### src/rtl/btn_pkg.sv
// Shared state encodings for the push-button debouncer channels.
package btn_pkg;

    localparam logic [1:0] ST_IDLE      = 2'd0;
    localparam logic [1:0] ST_CHK_PRESS = 2'd1;
    localparam logic [1:0] ST_HELD      = 2'd2;
    localparam logic [1:0] ST_CHK_REL   = 2'd3;

    typedef enum logic [1:0] {
        S_IDLE      = ST_IDLE,
        S_CHK_PRESS = ST_CHK_PRESS,
        S_HELD      = ST_HELD,
        S_CHK_REL   = ST_CHK_REL
    } btn_state_t;

endpackage

### src/rtl/btn_debounce_ch.sv
// One button channel: two-flop synchronizer, stability counter and a
// four-state FSM producing a registered level plus press/release pulses.
module btn_debounce_ch
    import btn_pkg::*;
#(
    parameter int DEBOUNCE_CYCLES = 1_000_000
) (
    input  logic clock,
    input  logic i_reset,
    input  logic i_btn,
    output logic o_level,
    output logic o_press,
    output logic o_rel
);

    localparam int CNT_W = $clog2(DEBOUNCE_CYCLES);
    localparam logic [CNT_W-1:0] CNT_MAX = CNT_W'(DEBOUNCE_CYCLES - 1);

    logic             sync1_reg, sync2_reg;
    btn_state_t       state_reg, state_next;
    logic [CNT_W-1:0] cnt_reg, cnt_next;
    logic             level_reg, level_next;
    logic             press_reg, press_next;
    logic             rel_reg, rel_next;

    always_ff @(posedge clock) begin
        if (i_reset) begin
            sync1_reg <= 1'b0;
            sync2_reg <= 1'b0;
            state_reg <= S_IDLE;
            cnt_reg   <= '0;
            level_reg <= 1'b0;
            press_reg <= 1'b0;
            rel_reg   <= 1'b0;
        end else begin
            sync1_reg <= i_btn;
            sync2_reg <= sync1_reg;
            state_reg <= state_next;
            cnt_reg   <= cnt_next;
            level_reg <= level_next;
            press_reg <= press_next;
            rel_reg   <= rel_next;
        end
    end

    // The counter is compared before incrementing, so it never exceeds CNT_MAX.
    always_comb begin
        state_next = state_reg;
        cnt_next   = cnt_reg;
        press_next = 1'b0;
        rel_next   = 1'b0;
        case (state_reg)
            S_IDLE: begin
                if (sync2_reg) begin
                    state_next = S_CHK_PRESS;
                    cnt_next   = '0;
                end
            end
            S_CHK_PRESS: begin
                if (!sync2_reg) begin
                    state_next = S_IDLE;
                    cnt_next   = '0;
                end else if (cnt_reg == CNT_MAX) begin
                    state_next = S_HELD;
                    cnt_next   = '0;
                    press_next = 1'b1;
                end else begin
                    cnt_next = cnt_reg + CNT_W'(1);
                end
            end
            S_HELD: begin
                if (!sync2_reg) begin
                    state_next = S_CHK_REL;
                    cnt_next   = '0;
                end
            end
            S_CHK_REL: begin
                if (sync2_reg) begin
                    state_next = S_HELD;
                    cnt_next   = '0;
                end else if (cnt_reg == CNT_MAX) begin
                    state_next = S_IDLE;
                    cnt_next   = '0;
                    rel_next   = 1'b1;
                end else begin
                    cnt_next = cnt_reg + CNT_W'(1);
                end
            end
            default: begin
                state_next = S_IDLE;
                cnt_next   = '0;
            end
        endcase
        level_next = (state_next == S_HELD) || (state_next == S_CHK_REL);
    end

    assign o_level = level_reg;
    assign o_press = press_reg;
    assign o_rel   = rel_reg;

endmodule

### src/rtl/btn_debounce.sv
// Debounces the raw button vector; one independent channel per button,
// outputs are just the concatenation of the per-channel flops.
module btn_debounce #(
    parameter int N_BTN           = 4,
    parameter int DEBOUNCE_CYCLES = 1_000_000
) (
    input  logic             clock,
    input  logic             i_reset,
    input  logic [N_BTN-1:0] i_btn,
    output logic [N_BTN-1:0] o_btn_level,
    output logic [N_BTN-1:0] o_btn_press,
    output logic [N_BTN-1:0] o_btn_release
);

    generate
        for (genvar gi = 0; gi < N_BTN; gi++) begin : g_ch
            btn_debounce_ch #(
                .DEBOUNCE_CYCLES(DEBOUNCE_CYCLES)
            ) u_ch (
                .clock   (clock),
                .i_reset (i_reset),
                .i_btn   (i_btn[gi]),
                .o_level (o_btn_level[gi]),
                .o_press (o_btn_press[gi]),
                .o_rel   (o_btn_release[gi])
            );
        end
    endgenerate

endmodule

### config.mk
export PLATFORM = sky130hd
export DESIGN_NAME = btn_debounce
export DESIGN_NICKNAME = d
export VERILOG_FILES = /design/src/rtl/btn_pkg.sv /design/src/rtl/btn_debounce_ch.sv /design/src/rtl/btn_debounce.sv
export SDC_FILE = /design/constraint.sdc
export NUM_CORES = 1
export LEC_CHECK = 0
export CAP_MARGIN = 20
export CORE_MARGIN = 2
export CORE_UTILIZATION = 55
export DETAILED_ROUTE_END_ITERATION = 10
export PLACE_DENSITY = 0.73
export SLEW_MARGIN = 20
export SYNTH_ARGS = -nofsm -noshare
export SYNTH_HDL_FRONTEND = slang
export SYNTH_HIERARCHICAL = 1
export SYNTH_SLANG_ARGS = --single-unit
### constraint.sdc
create_clock -name clock -period 2.9 [get_ports clock]
set_input_delay 0.58 -clock clock [delete_from_list [all_inputs] [get_ports clock]]
set_output_delay 0.58 -clock clock [all_outputs]
set_load 0.005 [all_outputs]
==> summary.txt, run 1 <==
Run status
  – Status: complete, no violations

Power
  – Sw Share: 22.40%
  – Power Internal: 0.001939 W
  – PD cells: 461.0 nW/um^2
  – Clock share of power: 37.2%
  – Leakage power: 1.791 nW
  – Comb power frac: 2.9%
  – Tot Pwr: 0.002499 W
  – Seq pwr share: 59.9%
  – IR drop worst, VDD: 0.1980 mV
  – Switch Pwr: 0.0005596 W

Logic synthesis
  – Syn nets: 553
  – Async set-reset flop share out of synthesis: 0%
  – Post-Syn Area per Cell: 9.139 sq um
  – Sequential element share of the synthesized area: 43.57%
  – Top_reg_cell synth: dfxtp_1
  – Post-synth top area share: 43.57%
  – Synthesized cell area: 4962 sq um
  – Post-synthesis cell type with the largest combined area: dfxtp_1
  – Number of synthesized flops with an enable pin: 0
  – Ys Warns: 6
  – Syn Inst Count: 543
  – Post-synthesis sequential element count: 108
  – Top cells by area, synth: dfxtp_1 (44%), nor2_1 (6.9%), xnor2_1 (5.5%)
  – Netlist cell types: 48

STA
  – Tmin final: 2.084 ns
  – Sum Neg Setup Slack: 0 ns
  – FMAX: 479.9 MHz
  – Slew Viols, Final: 0
  – RSZ-0062 raised after global routing: no
  – Endpoints failing hold: 0
  – Worst Skew: 0.01347 ns
  – Fin crit share: 71.86%
  – Final setup violation count: 0
  – Least-Margin Pin Slew: 0.7348 ns
  – Worst slew margin: 50.83%

Final layout
  – Share of layout cells above drive strength 1: 9.204%
  – Fill cells: 752
  – Final core occ: 62.15%
  – Antenna diode count: 0
  – Commonest non-fill, non-tap cell in the layout: dfxtp_1
  – Fin area: 5420 sq um
  – Non-filler instance count after layout: 673
  – Area delta synth->final: 9.228%
  – Seq. cell area: 2162 sq um
  – Commonest non-fill, non-tap cells in the layout: dfxtp_1 (108), nor2_1 (91), nand2_1 (37)
  – Nets: 570
  – Multi-input logic area: 2708 sq um
  – Max FFs per register: 80

Detailed routing
  – Post-route ant nets: 0
  – Via count: 3943
  – DR pass1 iterations: 4
  – DR iter-0 viols: 142
  – Routed length per placed instance: 13.92 um
  – Routed vias/inst: 5.859
  – Total wire length: 9367 um
  – Drc violations: 0

Placed design
  – Port Buffers: 17
  – DP Cell Count: 657
  – Post-detail-place hpwl: 6465 um
  – RePlAce Congestion: 0.9051
  – Cell area after placement: 5219 sq um

Floorplanning
  – Core area: 8721 sq um
  – Die H: 98.99 um
  – DIE AREA: 9798 sq um
  – I/O pins: 18
  – FP Rows: 34
  – Initial Util: 56.90%
  – Chip Width: 98.99 um

Clock network
  – Total CTS buffers: 9
  – CTS Hold Bufs: 0
  – Clock transition at the registers of the reported paths: 0.10 ns
  – CTS tree: yes
  – Clock Tree Root: clkbuf_8
  – Clk_lat worst skew: 0.37 ns
  – Post-CTS Setup Bufs: 0
  – CTS resizes: 0
  – # H-tree levels: 3
  – Longest Clk Path Bufs: 2
  – Clock sinks: 108

Setup path
  – Crit-path cells: xor2_2 > nand2_2 > a31oi_4 > or4b_1 > a31oi_1
  – Kind of critical path: reg2reg
  – Largest stage delay, worst path: 0.50 ns
  – WP data arrival: 2.37 ns
  – CP Data Required Time: 3.19 ns
  – CP max-delay cell: or4b_1
  – Worst setup SP type: flop
  – Worst Setup End Kind: flop
  – CP Max Fanout: 19

Global route
  – GR Overflow Total: 0
  – Initial antenna violation count: 0
  – Total global-route track usage: 20.18%
  – Vias in the first global route: 3654
  – Pin count of the biggest net entering global routing: 31
  – Global-route wire length before repair: 16370 um

Run
  – Total of max-cap violations: 0

Min path
  – HP Class: reg2reg
-- path summary, 6_finish.rpt --
check / start / end / slack (ns) / cells past startpoint
worst max-delay path: g_ch[3].u_ch/sync2_reg / g_ch[3].u_ch/cnt_reg[13] / 0.82 / 5
worst min-delay path: g_ch[2].u_ch/sync1_reg / g_ch[2].u_ch/sync2_reg / 0.45 / 1
worst max register to register: g_ch[3].u_ch/sync2_reg / g_ch[3].u_ch/cnt_reg[13] / 0.82 / 5
worst min register to register: g_ch[2].u_ch/sync1_reg / g_ch[2].u_ch/sync2_reg / 0.45 / 1
-- layer usage --
layer | GRT usage (%) | wire length [um]
met1 | 25.58 | 4485
met2 | 33.42 | 4431
met3 | 5.319 | 341
met4 | 6.849 | 109
met5 | 0 | 0
-- metrics by stage --
step,worst slack (ns),hold WS [ns]
2_1_floorplan,1.181,0.4138
3_3_place_gp,0.8867,0.4213
3_5_place_dp,0.8543,0.4301
4_1_cts,0.8344,0.4524
5_1_grt,0.7074,0.4765
6_report,0.8161,0.4487
-- area by class of cell --
type	instances	area share, %
timing repair buffer	20	3.463
clock inverter	5	1.108
inverter	7	0.4848
sequential	108	39.89
tap	108	2.493
clock buffer	11	2.609
multi-input combinational	414	49.95
-- critical path: cells and delay by family (launching register included) --
| kind | cells | cell delay [ns] |
|---|---|---|
| AO/OA/AOI/OAI | 2 | 0.66 |
| XOR/XNOR | 1 | 0.27 |
| flip-flops | 1 | 0.42 |
| AND/OR/NAND/NOR | 2 | 0.65 |
-- cell families after synthesis --
family / Yosys count / share of synthesized area, %
AOI/OAI and AO/OA: 67 / 10.11
xor gates and xnor gates: 51 / 9.607
adders and majority gates: 4 / 1.009
buffers and inverters: 21 / 1.866
DFF: 108 / 43.57
muxes: 8 / 1.614
and+or+nand+nor: 284 / 32.22
-- cell usage after synthesis (8+ instances only) --
cell	number
nor4_1	10
clkbuf_1	9
a31oi_1	11
nand4_1	17
or4b_1	10
nand3_1	32
nor2_1	91
xnor2_1	31
dfxtp_1	108
o21ai_0	10
nor3_1	9
nor4b_1	14
xor2_1	16
mux2i_1	8
nor2b_1	8
nand2_1	37
a21oi_1	18
-- power groups by stage --
stage	sequential [W]	clock, W	combinational [W]
after floorplan	0.00153	0	0.0000539
after global routing	0.00150	0.00102	0.0000816
final	0.00150	0.000929	0.0000736
after global placement	0.00153	0	0.0000727
after CTS	0.00150	0.000960	0.0000741
after detailed placement	0.00153	0	0.0000739
(Power assumes the default switching activity.)
==> run 2: changes to the inputs <==
--- a/config.mk
+++ b/config.mk
@@ -9,7 +9,7 @@
 export CORE_MARGIN = 2
 export CORE_UTILIZATION = 55
 export DETAILED_ROUTE_END_ITERATION = 10
-export PLACE_DENSITY = 0.73
+export PLACE_DENSITY = 0.76
 export SLEW_MARGIN = 20
 export SYNTH_ARGS = -nofsm -noshare
 export SYNTH_HDL_FRONTEND = slang
==> constraint.sdc (replaced) <==
create_clock -name clock -period 1.9 [get_ports clock]
set_input_delay 0.38 -clock clock [delete_from_list [all_inputs] [get_ports clock]]
set_output_delay 0.38 -clock clock [all_outputs]
set_load 0.005 [all_outputs]
==> summary.txt, run 2 (synthesized netlist as in run 1, its figures left out) <==
Detailed routing
  – DR pass1 iterations: 5
  – Routed length per placed instance: 14.36 um
  – Post-route ant nets: 0
  – Routed vias/inst: 5.801
  – Total wire length: 10170 um
  – Via count: 4107
  – DR iter-0 viols: 126
  – Drc violations: 0

Setup path
  – R2R setup slack: 0.07 ns
  – Kind of critical path: reg2reg
  – WP data arrival: 2.11 ns
  – CP Max Fanout: 13
  – CP Data Required Time: 2.18 ns
  – Reg2Reg Depth: 7
  – Worst Setup EP: g_ch[0].u_ch/cnt_reg[13]
  – Worst setup SP type: flop
  – FF-to-FF Start: g_ch[0].u_ch/cnt_reg[10]
  – Worst Setup SP: g_ch[0].u_ch/cnt_reg[10]
  – Worst Setup End Kind: flop
  – RR Endpoint: g_ch[0].u_ch/cnt_reg[13]

Global route
  – Vias in the first global route: 3963
  – Total global-route track usage: 21.46%
  – Global-route wire length before repair: 17410 um
  – Pin count of the biggest net entering global routing: 24
  – Initial antenna violation count: 0
  – GR Overflow Total: 0

Floorplanning
  – Chip Width: 98.99 um
  – Initial Util: 56.90%
  – DIE AREA: 9798 sq um
  – Core area: 8721 sq um
  – FP Rows: 34
  – Die H: 98.99 um
  – I/O pins: 18

Final layout
  – Fill cells: 674
  – Commonest non-fill, non-tap cells in the layout: dfxtp_1 (99), nor2_1 (89), nand2_1 (37)
  – Commonest non-fill, non-tap cell in the layout: dfxtp_1
  – Area delta synth->final: 17.88%
  – Final core occ: 67.07%
  – Nets: 605
  – Share of layout cells above drive strength 1: 18.17%
  – Antenna diode count: 0
  – Fin area: 5849 sq um
  – Max FFs per register: 80

Power
  – Tot Pwr: 0.003759 W
  – Leakage power: 1.983 nW
  – PD cells: 642.6 nW/um^2
  – IR drop worst, VDD: 0.3828 mV

Clock network
  – CTS tree: yes
  – # H-tree levels: 3
  – Clock transition at the registers of the reported paths: 0.10 ns
  – Clk_lat worst skew: 0.37 ns
  – CTS Hold Bufs: 0
  – Longest Clk Path Bufs: 2
  – Clock Tree Root: clkbuf_8
  – Clock sinks: 108
  – Total CTS buffers: 9

Placed design
  – RePlAce Congestion: 0.8217
  – Port Buffers: 17
  – Cell area after placement: 5512 sq um
  – Post-detail-place hpwl: 7130 um

STA
  – Final setup violation count: 0
  – Worst Skew: 0.01249 ns
  – Worst slew margin: 42.45%
  – Slew Viols, Final: 0
  – Fin crit share: 96.27%
  – RSZ-0062 raised after global routing: yes
  – Least-Margin Pin Slew: 0.8601 ns
  – Tmin final: 1.829 ns
  – Endpoints failing hold: 0
  – FMAX: 546.7 MHz

Min path
  – Hold wc startpoint: i_reset
  – HP Class: in2reg

Run status
  – Status: complete, no violations

Run
  – Total of max-cap violations: 0
## run 2: critical path: stages, from the launching register on
cell and delay (ns):
dfxtp_1 0.36, or4b_4 0.53, nor3_4 0.20, buf_4 0.15, a31oi_4 0.13, o21bai_4 0.17, buf_12 0.14, nor2_1 0.05
## run 2: per-stage QoR
| step | std cells | hold slack [ns] | worst slack (ns) | setup TNS, ns |
|---|---|---|---|---|
| 3_3_place_gp | 691 | 0.4242 | 0.1119 | 0 |
| 5_1_grt | 708 | 0.4037 | -0.05005 | -0.1767 |
| 4_1_cts | 707 | 0.3951 | 0.03521 | 0 |
| 2_1_floorplan | 543 | 0.4138 | 0.1807 | 0 |
| 3_5_place_dp | 691 | 0.4355 | 0.07299 | 0 |
| 6_report | 708 | 0.4194 | 0.07083 | 0 |
## run 2: cell type report
cell class              instances  area [sq um]  share of cell area, %
well taps                     108         135.1                  2.310
repair buffers                 55         488.0                  8.342
clock inverters                 5         42.54                 0.7273
clock buffers                  11         141.4                  2.417
flip-flops and latches        108          2173                  37.16
inverters                       7         26.28                 0.4492
multi-input cells             414          2843                  48.60
## run 2: repair_timing
action	CTS	global route
gates resized for setup	0	33
buffers inserted	0	1
endpoints found under the setup margin	0	34
## run 2: per-layer routing
layer  GRT usage (%)  share of wire [%]  vias up
met4           8.008                1.4        0
li1                -                  -     2056
met5               0                  0        -
met1           26.06                 45     1977
met3           4.681                3.1       14
met2           37.21                 51       60
## run 2: report_power, final
| group | internal [W] | total [W] | switching, W |
|---|---|---|---|
| Combinational | 0.0000609 | 0.000146 | 0.0000852 |
| Clock | 0.000531 | 0.00133 | 0.000797 |
| Sequential | 0.00227 | 0.00228 | 0.0000115 |
| Total | 0.00286 | 0.00376 | 0.000894 |
## run 2: worst min path at each step
stage                                      endpoint  cells after the start
final                     g_ch[3].u_ch/state_reg[1]                      2
after global routing      g_ch[3].u_ch/state_reg[1]                      2
after CTS                 g_ch[3].u_ch/state_reg[1]                      2
after detailed placement     g_ch[3].u_ch/sync2_reg                      1
after global placement       g_ch[3].u_ch/sync2_reg                      1
after floorplan              g_ch[0].u_ch/sync2_reg                      1
